===== src/rtl/hqm_AW_pkg.sv =====
// Shared helpers for the hqm_AW block family.
package hqm_AW_pkg;

    // Index width for n items, never narrower than one bit.
    function automatic int max1_clog2(input int n);
        return (n > 1) ? $clog2(n) : 1;
    endfunction

endpackage


===== src/rtl/hqm_AW_rr_arb.sv =====
// Round-robin arbiter: grants the first requester at or after a rotating
// pointer; the pointer moves past the winner only when update is asserted.
module hqm_AW_rr_arb
    import hqm_AW_pkg::*;
#(
    parameter int NUM_REQ = 4,
    localparam int GW = max1_clog2(NUM_REQ)
) (
    input  logic               clk,
    input  logic               rst_n,
    input  logic [NUM_REQ-1:0] req,
    input  logic               update,
    output logic               grant_v,
    output logic [GW-1:0]      grant
);

    logic [GW-1:0] ptr;

    // Pick the lowest requester at or above ptr, else wrap to the lowest requester overall.
    always_comb begin
        grant_v = 1'b0;
        grant   = '0;
        for (int unsigned i = 0; i < NUM_REQ; i++) begin
            if (!grant_v && req[i] && (GW'(i) >= ptr)) begin
                grant_v = 1'b1;
                grant   = GW'(i);
            end
        end
        for (int unsigned i = 0; i < NUM_REQ; i++) begin
            if (!grant_v && req[i]) begin
                grant_v = 1'b1;
                grant   = GW'(i);
            end
        end
    end

    // Advance the pointer to one past the winner, wrapping at NUM_REQ.
    always_ff @(posedge clk or negedge rst_n) begin
        if (!rst_n) begin
            ptr <= '0;
        end else if (update) begin
            ptr <= (grant == GW'(NUM_REQ - 1)) ? '0 : grant + GW'(1);
        end
    end

endmodule


===== src/rtl/hqm_aw_data_shadow_mc.sv =====
// Multi-channel data shadow: holds the latest value per channel, coalesces
// undelivered updates (counting each loss) and serialises deliveries onto a
// single valid/ready output stage via a round-robin arbiter.
module hqm_aw_data_shadow_mc
    import hqm_AW_pkg::*;
#(
    parameter int               WIDTH       = 32,
    parameter int               NUM_CH      = 4,
    parameter logic [WIDTH-1:0] RST_DEFAULT = '0,
    parameter int               CNT_WIDTH   = 8,
    localparam int              CH_W        = max1_clog2(NUM_CH)
) (
    input  logic                        clk,
    input  logic                        rst_n,
    input  logic [NUM_CH-1:0]           in_v,
    input  logic [NUM_CH*WIDTH-1:0]     in_data,
    output logic [NUM_CH*WIDTH-1:0]     data_f,
    output logic [NUM_CH-1:0]           pend_f,
    output logic [NUM_CH*CNT_WIDTH-1:0] ovf_cnt_f,
    input  logic                        clr_ovf,
    output logic                        out_v,
    input  logic                        out_ready,
    output logic [CH_W-1:0]             out_ch,
    output logic [WIDTH-1:0]            out_data
);

    logic             stage_free;
    logic             load;
    logic             grant_v;
    logic [CH_W-1:0]  grant;
    logic [WIDTH-1:0] data_arr [NUM_CH];

    assign stage_free = !out_v || out_ready;
    assign load       = stage_free && grant_v;

    hqm_AW_rr_arb #(
        .NUM_REQ (NUM_CH)
    ) u_arb (
        .clk     (clk),
        .rst_n   (rst_n),
        .req     (pend_f),
        .update  (load),
        .grant_v (grant_v),
        .grant   (grant)
    );

    for (genvar i = 0; i < NUM_CH; i++) begin : g_ch
        logic [WIDTH-1:0]     data_r;
        logic                 pend_r;
        logic [CNT_WIDTH-1:0] cnt_r;
        logic                 load_ch;
        logic                 ovf;

        assign load_ch = load && (grant == CH_W'(i));
        // A capture that coincides with this channel's load is a fresh update, not a loss.
        assign ovf     = in_v[i] && pend_r && !load_ch;

        // Capture the newest value and track whether it still awaits loading.
        always_ff @(posedge clk or negedge rst_n) begin
            if (!rst_n) begin
                data_r <= RST_DEFAULT;
                pend_r <= 1'b0;
            end else begin
                if (in_v[i]) begin
                    data_r <= in_data[i*WIDTH +: WIDTH];
                end
                pend_r <= in_v[i] || (pend_r && !load_ch);
            end
        end

        // Saturating loss counter; an overflow alongside clear leaves a count of one.
        always_ff @(posedge clk or negedge rst_n) begin
            if (!rst_n) begin
                cnt_r <= '0;
            end else if (clr_ovf) begin
                cnt_r <= ovf ? CNT_WIDTH'(1) : '0;
            end else if (ovf && (cnt_r != '1)) begin
                cnt_r <= cnt_r + CNT_WIDTH'(1);
            end
        end

        assign data_f[i*WIDTH +: WIDTH]         = data_r;
        assign pend_f[i]                        = pend_r;
        assign ovf_cnt_f[i*CNT_WIDTH +: CNT_WIDTH] = cnt_r;
        assign data_arr[i]                      = data_r;
    end

    // Output stage: reload whenever free, hold channel and data under backpressure.
    always_ff @(posedge clk or negedge rst_n) begin
        if (!rst_n) begin
            out_v    <= 1'b0;
            out_ch   <= '0;
            out_data <= '0;
        end else if (stage_free) begin
            out_v <= grant_v;
            if (grant_v) begin
                out_ch   <= grant;
                out_data <= data_arr[grant];
            end
        end
    end

endmodule


===== config.mk =====
export PLATFORM = sky130hd
export DESIGN_NAME = hqm_aw_data_shadow_mc
export DESIGN_NICKNAME = d
export VERILOG_FILES = /design/src/rtl/hqm_AW_pkg.sv /design/src/rtl/hqm_AW_rr_arb.sv /design/src/rtl/hqm_aw_data_shadow_mc.sv
export SDC_FILE = /design/constraint.sdc
export NUM_CORES = 1
export LEC_CHECK = 0
export BUFFER_PORTS_ARGS = -buffer_cell sky130_fd_sc_hd__buf_4
export CORE_MARGIN = 8
export CORE_UTILIZATION = 40
export CTS_CLUSTER_SIZE = 10
export DETAILED_ROUTE_END_ITERATION = 6
export PLACE_DENSITY_LB_ADDON = 0.2
export SYNTH_ARGS = -nofsm -noshare
export SYNTH_HDL_FRONTEND = slang
export SYNTH_HIERARCHICAL = 1
export SYNTH_SLANG_ARGS = --single-unit

===== constraint.sdc =====
create_clock -name clk -period 5.1 [get_ports clk]
set_input_delay 0.255 -clock clk [delete_from_list [all_inputs] [get_ports clk]]
set_output_delay 0.255 -clock clk [all_outputs]
set_load 0.005 [all_outputs]

# Word level (Yosys, flattened, before mapping)
# Index checks and enable logic that the tools add are counted.
# classes
addsub,5
n_mul,0
n_div,0
n_lt_le_gt_ge,5
eq_ne,7
n_shift,0
mux,31
n_bitwise,1
reduce_logical,55
# ops
op,count
32-bit binary-select mux with 2-bit select,1
32-bit two-way mux,2
8-bit two-way mux,8
8-bit by 1-bit adder with 8-bit output (second input constant),4
1-bit logical AND,32
8-bit inequality test (second input constant),4
2-bit two-way mux,7
1-bit two-way mux,13
1-bit logical NOT,12
2-bit nonzero test,4
1-bit logical OR,5
2-bit == test (second input constant),2
1-bit by 2-bit >= comparator with 1-bit output (first input constant),2
2-bit >= comparator (first input constant),2
3-bit >= comparator (second input constant),1
2-bit NOT with 3-bit output,1
2-bit by 1-bit adder with 2-bit output (second input constant),1
2-bit by 1-bit == test with 1-bit output (second input constant),1
2-bit logical NOT,1
2-bit AND reduction,1
# totals
regBits,201
latch_bits,0
ramBits,0
mem_bits_ro,0
in_bits,136
out_inout_bits,199
word_cells,120
mem_count,0

# Longest topological paths before layout
# Gate-level depths: netlist of the first run.
# depth
depth_word,34
mapped_depth,9
depth_no_buf,7

# Hierarchy
# Netlist of the first run, hierarchy kept.
# modules_own_cells
mod,instances,cells_each,area_per_inst_um2,seq_area_each_um2
hqm_aw_data_shadow_mc,1,607,8789.7,4979.8
hqm_AW_rr_arb,1,20,172.7,50.0

# Worst setup path before layout of the first run
# No wires, ideal clock.
# synth_timing
kind,reg2reg
from,register u_arb.ptr[1]
to,register out_data[10]
setup_ps,125
arrival_ps,2125
required_time_ps,4975
setup_slack_ps,2850
path_stages_with_launch,8
n_path_buf,2
period_less_slack_ps,2250
cell_sequence,dfrtp_1 -> mux2i_1 -> o22ai_2 -> nor2_1 -> buf_4 -> buf_2 -> mux4_2 -> mux2_2
# synth_between
elab_chain_len,31
word_cells_on_any_way,42
cone_classes,order compare (4); mux (18); bitwise (1); reduce/logical (19)
# synth_lines
item,line_no,rtl
from (decl),hqm_AW_rr_arb.sv:17,logic [GW-1:0] ptr;
from (signal assigned),hqm_AW_rr_arb.sv:42,ptr <= (grant == GW'(NUM_REQ - 1)) ? '0 : grant + GW'(1);
1-bit by 2-bit >= comparator with 1-bit output,hqm_AW_rr_arb.sv:24,if (!grant_v && req[i] && (GW'(i) >= ptr)) begin
1-bit logical AND,hqm_AW_rr_arb.sv:24,
1-bit two-way mux,hqm_AW_rr_arb.sv:24,
1-bit logical NOT,hqm_AW_rr_arb.sv:24,
1-bit logical AND (2 in series),hqm_AW_rr_arb.sv:24,
1-bit two-way mux,hqm_AW_rr_arb.sv:24,
1-bit logical NOT,hqm_AW_rr_arb.sv:24,
1-bit logical AND (2 in series),hqm_AW_rr_arb.sv:24,
(+13 left out),n/a,
1-bit two-way mux,hqm_AW_rr_arb.sv:30,if (!grant_v && req[i]) begin
1-bit logical NOT,hqm_AW_rr_arb.sv:30,
1-bit logical AND,hqm_AW_rr_arb.sv:30,
2-bit two-way mux *,hqm_AW_rr_arb.sv:30,
via grant[0],hqm_aw_data_shadow_mc.sv:30,logic [CH_W-1:0] grant;
2-bit NOT with 3-bit output (not written as such) *,hqm_aw_data_shadow_mc.sv:98,out_data <= data_arr[grant];
32-bit binary-select mux with 2-bit select *,hqm_aw_data_shadow_mc.sv:98,
32-bit two-way mux (not written as such) * (2 in series),hqm_aw_data_shadow_mc.sv:98,
to (signal assigned),hqm_aw_data_shadow_mc.sv:98,
to (decl),hqm_aw_data_shadow_mc.sv:24,output logic [WIDTH-1:0] out_data
# The timed path passes the listed nets; every way through them passes the cells marked *. The select of a mux whose other input is x is not followed.
# A chain may end at the register's enable or synchronous reset.

# Worst setup path after layout of the first run
# layout_timing
from,register u_arb.ptr[1]
to,register out_data[19]
# Same word-level chain as after synthesis.

==> impl_metrics.prom, run 1 <==
# TYPE chip_impl_metric gauge
chip_impl_metric{name="finalCriticalPeriod",unit="ns"} 2.63
chip_impl_metric{name="die_x",unit="um"} 166
chip_impl_metric{name="detailroute.via_count",unit=""} 7301
chip_impl_metric{name="clock-sinks",unit=""} 201
chip_impl_info{name="result_of_the_run",value="completed"} 1
chip_impl_metric{name="cts_repair_resize_count",unit=""} 0
chip_impl_metric{name="netlist_area",unit="mm2"} 0.00896
chip_impl_metric{name="yosys_warnings",unit=""} 6
chip_impl_metric{name="cts_inserted_buffers",unit=""} 24
chip_impl_info{name="setup.worst_path.class",value="reg2reg"} 1
chip_impl_metric{name="clockBufferDepth",unit=""} 3
chip_impl_metric{name="met1_length",unit="mm"} 12.0
chip_impl_metric{name="final.period_utilization",unit="%"} 51.6
chip_impl_info{name="setup.worst_path.start_class",value="flop"} 1
chip_impl_info{name="setup_repair_after_global_routing_missed_its_margin",value="false"} 1
chip_impl_metric{name="synth_simple_gate_area_share",unit="%"} 6.44
chip_impl_metric{name="r2r_cells",unit=""} 6
chip_impl_metric{name="drtAntennaViolNets",unit=""} 0
chip_impl_metric{name="grt_max_degree",unit=""} 110
chip_impl_metric{name="setup.reg_to_reg.worst_slack",unit="ns"} 2.47
chip_impl_metric{name="timing.slew.headroom",unit="%"} 34.0
chip_impl_info{name="min-delay-path-class",value="in2reg"} 1
chip_impl_info{name="layout_commonest_cell",value="buf_4"} 1
chip_impl_metric{name="critical_path_fanout_max",unit=""} 16
chip_impl_metric{name="finalSetupViolCount",unit=""} 0
chip_impl_metric{name="place_hpwl",unit="mm"} 20.1
chip_impl_metric{name="post_cts_buffers",unit=""} 0
chip_impl_metric{name="synth_enable_flop_cells",unit=""} 0
chip_impl_metric{name="placedCellCount",unit=""} 1207
chip_impl_metric{name="drive_above_1_share",unit="%"} 52.5
chip_impl_metric{name="hold_path_depth",unit=""} 2
chip_impl_metric{name="number_of_drc_violations_after_detailed_routing",unit=""} 0
chip_impl_metric{name="synthesized_netlist_cell_count",unit=""} 627
chip_impl_metric{name="layout-area-overhead-vs-synth",unit="%"} 51.8
chip_impl_metric{name="synthesis.area_per_instance",unit="um2"} 14.3
chip_impl_metric{name="worst_clock_skew",unit="ns"} 0.0201
chip_impl_metric{name="boundaryPins",unit=""} 335
chip_impl_metric{name="power_per_cell_area",unit="mW/mm2"} 427
chip_impl_metric{name="core_area",unit="mm2"} 0.0219
chip_impl_info{name="critical_path.reg2reg.startpoint",value="u_arb/ptr[1]"} 1
chip_impl_metric{name="design.final.nets",unit=""} 1217
chip_impl_metric{name="chip_height",unit="um"} 166
chip_impl_metric{name="stdcell_count",unit=""} 1362
chip_impl_metric{name="final_worst_slack",unit="ns"} 2.47
chip_impl_metric{name="first_pass_grt_wire_length",unit="mm"} 46.7
chip_impl_metric{name="avgViaCountPerCell",unit=""} 5.36
chip_impl_metric{name="synth.ff_latch_count",unit=""} 201
chip_impl_metric{name="start_util",unit="%"} 40.9
chip_impl_metric{name="gr-usage-all-layers",unit="%"} 21.1
chip_impl_metric{name="synthXorXnorAreaFrac",unit="%"} 0
chip_impl_info{name="highest_count_cells_in_the_layout_ignoring_fill_and_taps",value="buf_4 (338), dfrtp_1 (201), mux2_2 (162)"} 1
chip_impl_metric{name="clk_pin_slew",unit="ns"} 0.06
chip_impl_metric{name="grt_remaining_overflow",unit=""} 0
chip_impl_info{name="tritoncts",value="built"} 1
chip_impl_metric{name="cp.arrival",unit="ns"} 3.01
chip_impl_metric{name="met2_length",unit="mm"} 14.6
chip_impl_info{name="maxUsedRoutingLayer",value="met4"} 1
chip_impl_metric{name="synth-compound-area-share",unit="%"} 5.19
chip_impl_info{name="timing.critical_path.to_type",value="flop"} 1
chip_impl_metric{name="tightestPinTransition",unit="ns"} 0.989
chip_impl_metric{name="synth_cell_types",unit=""} 40
chip_impl_info{name="largest_family_of_logic_cells_by_synthesized_area",value="multiplexers"} 1
chip_impl_metric{name="finalWirelength",unit="mm"} 29.9
chip_impl_metric{name="clk_latency",unit="ns"} 0.51
chip_impl_metric{name="max_cap_viol_count",unit=""} 0
chip_impl_metric{name="ctsHtreeMaxLevel",unit=""} 1
chip_impl_metric{name="drt_pre_antenna_iters",unit=""} 5
chip_impl_metric{name="routed_wire_length_on_met3",unit="mm"} 2.33
chip_impl_metric{name="first_iter_violations",unit=""} 372
chip_impl_metric{name="max_clock_freq",unit="GHz"} 0.380
chip_impl_metric{name="critPathRequiredTime",unit="ns"} 5.47
chip_impl_metric{name="number_of_hold_slack_violations_in_the_final_timing_report",unit=""} 0
chip_impl_metric{name="wire_per_inst",unit="um"} 21.9
chip_impl_metric{name="final_max_slew_viol_count",unit=""} 0
chip_impl_info{name="timing.rr.end",value="out_data[19]"} 1
chip_impl_metric{name="synth.area.mux_share",unit="%"} 29.0
chip_impl_metric{name="antenna_found_initial",unit=""} 1
chip_impl_metric{name="synth-async-reset-ratio",unit="%"} 100
chip_impl_metric{name="ir_drop",unit="uV"} 289
chip_impl_metric{name="synth-seq-area-share",unit="%"} 56.1
chip_impl_info{name="worstHoldStart",value="in_data[114]"} 1
chip_impl_metric{name="die-area",unit="mm2"} 0.0275
chip_impl_info{name="yosys_most_used_dff",value="dfrtp_1"} 1
chip_impl_metric{name="synthAdderAreaFrac",unit="%"} 0.698
chip_impl_metric{name="place_worst_setup_slack",unit="ns"} 2.48
chip_impl_metric{name="placement_rows",unit=""} 54
chip_impl_metric{name="timing.setup.tns",unit="ns"} 0
chip_impl_metric{name="postSynthNetCount",unit=""} 768
chip_impl_metric{name="gpl.final_weighted_congestion",unit=""} 0.798
chip_impl_info{name="whs_endpoint",value="g_ch[3].data_r[18]"} 1
chip_impl_info{name="ctsRootBufferMaster",value="clkbuf_16"} 1
chip_impl_metric{name="via_count_of_the_first_global_routing_pass",unit=""} 7871
chip_impl_metric{name="p_leak",unit="nW"} 6.13
chip_impl_metric{name="place.port_buffers",unit=""} 334
-- registers in the layout (all words and copies together), names as in the netlist --
name         count
g_ch.pend_r      4
out_data        32
out_v            1
out_ch           2
g_ch.data_r    128
g_ch.cnt_r      32
u_arb/ptr        2
-- report_power, final --
group	switching (W)	internal [W]
Sequential	0.000263	0.00190
Clock	0.000614	0.000911
Combinational	0.000898	0.00123
Total	0.00178	0.00404
-- synth_stat cells, types with 8 or more instances --
master / n / share of area, %
dfrtp_1: 201 / 56
mux2_2: 162 / 20
mux4_2: 32 / 8.0
nand2_1: 28 / 1.2
nand3_1: 21 / 1.2
a21oi_1: 19 / 1.1
clkbuf_1: 19 / 0.80
or4_1: 14 / 1.2
nor2_1: 13 / 0.54
o31ai_1: 13 / 1.1
buf_2: 10 / 0.56
or3_1: 10 / 0.70
inv_1: 9 / 0.38
o21ai_0: 8 / 0.45
-- stage by stage --
stage	hold WS, ns	util (%)	cell area, um2	total power (W)
after floorplan	-0.0406	-	8960	0.00333
after global placement	0.434	53.4	11700	0.00421
after detailed placement	0.427	53.4	11700	0.00426
after CTS	0.00301	62.1	13600	0.00589
after global routing	0.00340	62.2	13600	0.00613
final	0.0256	62.2	13600	0.00582
-- final cells by class --
| type | count | area (um2) |
|---|---|---|
| well taps | 280 | 350 |
| flip-flops and latches | 201 | 5030 |
| repair buffers | 462 | 3780 |
| multi-input cells | 376 | 3720 |
| fillers | 1687 | 8280 |
| clock buffers | 31 | 678 |
| inverters | 11 | 43.8 |
| diodes | 1 | 2.50 |
-- critical path, stage by stage, from the launching register on --
cell and delay, ns:
dfrtp_1 0.46, mux2i_1 0.25, o22ai_2 0.13, nor2_4 0.40, buf_4 0.42, mux4_2 0.55, mux2_2 0.28
-- what timing repair did --
action                     CTS  global route
setup endpoints to repair    0             0
hold endpoints to repair   229             0
hold buffers               123             0
-- how the worst max path moves through the flow --
stage | from | endpoint | cells after the start
5_1_grt | u_arb/ptr[1] | out_data[13] | 6
3_5_place_dp | u_arb/ptr[1] | out_data[20] | 6
3_3_place_gp | u_arb/ptr[1] | out_data[16] | 6
2_1_floorplan | u_arb/ptr[1] | out_data[10] | 7
4_1_cts | u_arb/ptr[1] | out_data[19] | 6
6_report | u_arb/ptr[1] | out_data[19] | 6
-- metal layers --
metal / up-vias / track usage [%]
li1: 3258 / -
met1: 3693 / 25.8
met2: 297 / 35.0
met3: 53 / 6.46
met4: 0 / 6.70
met5: - / 0
-- cell families (layout without fill, tap and decap cells) --
| group | Yosys count | in the layout |
|---|---|---|
| DFF | 201 | 201 |
| muxes | 199 | 199 |
| and+or+nand+nor | 107 | 107 |
| AOI/OAI and AO/OA | 65 | 65 |
| buffers and inverters | 50 | 504 |
| adders and majority gates | 5 | 5 |
| other | 0 | 1 |
No activity file was read; power rests on OpenSTA's default activity.
==> run 2, diff against run 1 <==
==> constraint.sdc (replaced) <==
create_clock -name clk -period 2.75 [get_ports clk]
set_input_delay 0.1375 -clock clk [delete_from_list [all_inputs] [get_ports clk]]
set_output_delay 0.1375 -clock clk [all_outputs]
set_load 0.005 [all_outputs]
==> impl_metrics.prom, run 2 (synthesis results as in run 1) <==
# TYPE chip_impl_metric gauge
chip_impl_metric{name="start_util",unit="%"} 40.9
chip_impl_metric{name="critical_path_fanout_max",unit=""} 19
chip_impl_metric{name="clk_latency",unit="ns"} 0.51
chip_impl_metric{name="timing.setup.tns",unit="ns"} 0
chip_impl_info{name="layout_commonest_cell",value="buf_4"} 1
chip_impl_info{name="top_regs",value="g_ch.data_r (128), g_ch.cnt_r (32), out_data (32)"} 1
chip_impl_metric{name="p_leak",unit="nW"} 6.19
chip_impl_metric{name="ir_drop",unit="uV"} 615
chip_impl_metric{name="cp_slowest_stage_delay",unit="ns"} 0.57
chip_impl_metric{name="cts_inserted_buffers",unit=""} 24
chip_impl_metric{name="antenna_found_initial",unit=""} 2
chip_impl_metric{name="tightestPinTransition",unit="ns"} 1.03
chip_impl_metric{name="finalWirelength",unit="mm"} 30.4
chip_impl_metric{name="layout.core_utilization",unit="%"} 62.8
chip_impl_metric{name="placement_rows",unit=""} 54
chip_impl_metric{name="final_worst_slack",unit="ns"} 0.344
chip_impl_metric{name="design.final.nets",unit=""} 1232
chip_impl_metric{name="max_clock_freq",unit="GHz"} 0.416
chip_impl_metric{name="final_max_slew_viol_count",unit=""} 0
chip_impl_metric{name="layout-area-overhead-vs-synth",unit="%"} 53.3
chip_impl_metric{name="finalCriticalPeriod",unit="ns"} 2.41
chip_impl_info{name="setup.worst_path.start_class",value="flop"} 1
chip_impl_metric{name="clk_pin_slew",unit="ns"} 0.06
chip_impl_info{name="setup.worst_path.class",value="reg2reg"} 1
chip_impl_metric{name="drt_pre_antenna_iters",unit=""} 4
chip_impl_info{name="register_containing_the_most_flip_flops_in_the_final_layout",value="g_ch.data_r"} 1
chip_impl_info{name="timing.critical_path.cells",value="mux2i_1 -> o22ai_2 -> nor2_4 -> buf_4 -> mux4_2 -> mux2_2"} 1
chip_impl_info{name="timing.critical_path.to_type",value="flop"} 1
chip_impl_metric{name="first_iter_violations",unit=""} 360
chip_impl_metric{name="clockBufferDepth",unit=""} 3
chip_impl_metric{name="max_cap_viol_count",unit=""} 0
chip_impl_metric{name="largest_register_ffs",unit=""} 128
chip_impl_metric{name="worst_clock_skew",unit="ns"} 0.0104
chip_impl_metric{name="drtAntennaViolNets",unit=""} 0
chip_impl_metric{name="stdcell_count",unit=""} 1375
chip_impl_metric{name="critPathRequiredTime",unit="ns"} 3.13
chip_impl_metric{name="finalSetupViolCount",unit=""} 0
chip_impl_metric{name="via_count_of_the_first_global_routing_pass",unit=""} 7883
chip_impl_metric{name="place.port_buffers",unit=""} 334
chip_impl_metric{name="final.period_utilization",unit="%"} 87.5
chip_impl_metric{name="grt_remaining_overflow",unit=""} 0
chip_impl_metric{name="chip_height",unit="um"} 166
chip_impl_metric{name="wire_per_inst",unit="um"} 22.1
chip_impl_metric{name="post_cts_buffers",unit=""} 0
chip_impl_info{name="ctsRootBufferMaster",value="clkbuf_16"} 1
chip_impl_metric{name="ctsHtreeMaxLevel",unit=""} 1
chip_impl_metric{name="number_of_drc_violations_after_detailed_routing",unit=""} 0
chip_impl_metric{name="cp.arrival",unit="ns"} 2.79
chip_impl_metric{name="die_x",unit="um"} 166
chip_impl_info{name="highest_count_cells_in_the_layout_ignoring_fill_and_taps",value="buf_4 (343), dfrtp_1 (201), mux2_2 (162)"} 1
chip_impl_info{name="tritoncts",value="built"} 1
chip_impl_metric{name="gr-usage-all-layers",unit="%"} 21.5
chip_impl_metric{name="place_hpwl",unit="mm"} 20.3
chip_impl_metric{name="avgViaCountPerCell",unit=""} 5.26
chip_impl_metric{name="design_power_total",unit="W"} 0.0108
chip_impl_metric{name="place_worst_setup_slack",unit="ns"} 0.375
chip_impl_metric{name="clock-sinks",unit=""} 201
chip_impl_info{name="setup_repair_after_global_routing_missed_its_margin",value="false"} 1
chip_impl_metric{name="timing.slew.headroom",unit="%"} 31.4
chip_impl_metric{name="core_area",unit="mm2"} 0.0219
chip_impl_metric{name="die-area",unit="mm2"} 0.0275
chip_impl_info{name="critPathSlowestCell",value="mux4_2"} 1
chip_impl_metric{name="grt_max_degree",unit=""} 72
chip_impl_metric{name="power_per_cell_area",unit="mW/mm2"} 784
chip_impl_metric{name="placedCellCount",unit=""} 1214
chip_impl_metric{name="first_pass_grt_wire_length",unit="mm"} 47.8
chip_impl_info{name="min-delay-path-class",value="in2async"} 1
chip_impl_metric{name="number_of_hold_slack_violations_in_the_final_timing_report",unit=""} 0
chip_impl_metric{name="boundaryPins",unit=""} 335
chip_impl_info{name="result_of_the_run",value="completed"} 1
chip_impl_metric{name="detailroute.via_count",unit=""} 7238
chip_impl_metric{name="drive_above_1_share",unit="%"} 52.6
chip_impl_metric{name="gpl.final_weighted_congestion",unit=""} 0.781
==> run 2: changes by cell type in the layout (fill, tap and decap cells not counted) <==
cell | before | now
buf_12 | 0 | 2
clkbuf_8 | 4 | 2
clkinv_2 | 0 | 2
clkbuf_1 | 3 | 1
buf_4 | 338 | 343
dlygate4sd3_1 | 123 | 131
==> run 2: where the power goes <==
part | switching [W] | internal [W] | total [W] | leakage [nW]
Sequential | 0.000487 | 0.00352 | 0.00401 | 2.40
Combinational | 0.00168 | 0.00231 | 0.00399 | 3.47
Clock | 0.00115 | 0.00162 | 0.00278 | 0.324
Total | 0.00332 | 0.00746 | 0.0108 | 6.19
==> run 2: layer usage <==
metal	GRT usage [%]	routed length (um)	share of wire, %
met1	26.5	12600	41
met2	36.3	14900	49
met3	5.94	2230	7.3
met4	6.62	742	2.4
met5	0	10	0.033
==> run 2: per-stage QoR <==
step / hold slack (ns) / area [um2]
detailed placement: 0.199 / 11800
global placement: 0.200 / 11800
global route: 0.248 / 13700
floorplan: -0.158 / 8960
finish: 0.199 / 13700
CTS: 0.188 / 13700
==> run 2: final timing paths <==
| path | startpoint | end | slack [ns] | depth (start not counted) |
|---|---|---|---|---|
| setup / recovery | u_arb/ptr[1] | out_data[19] | 0.34 | 6 |
| min in group clk | in_v[0] | g_ch[0].cnt_r[0] | 0.21 | 4 |
| hold / removal | rst_n | g_ch[0].cnt_r[7] | 0.20 | 2 |
| hold reg to reg | out_ch[1] | out_ch[1] | 0.49 | 2 |
| setup reg to reg | u_arb/ptr[1] | out_data[19] | 0.34 | 6 |
| max in group asynchronous | rst_n | g_ch[0].data_r[27] | 1.66 | 3 |
==> run 2: cell type report <==
cell class,instances,area (um2)
clock buffer,27,643
multi-input combinational,376,3720
antenna,1,2.50
inverter,11,43.8
tap,280,350
fill,1654,8150
timing repair buffer,477,3940
clock inverter,2,10.0
sequential,201,5030
==> run 2: worst max-delay path: cells and delay by family, from the launching register on <==
family | cells | cell delay, ns
AO/OA/AOI/OAI | 1 | 0.13
AND/OR/NAND/NOR | 1 | 0.18
buffers and inverters | 1 | 0.39
multiplexers | 3 | 1.09
flip-flops | 1 | 0.46
==> run 2: timing repair <==
action                                 4_1_cts  5_1_grt
gates resized for setup                      0        0
hold buffers                               131        0
endpoints found under the hold margin      213        0
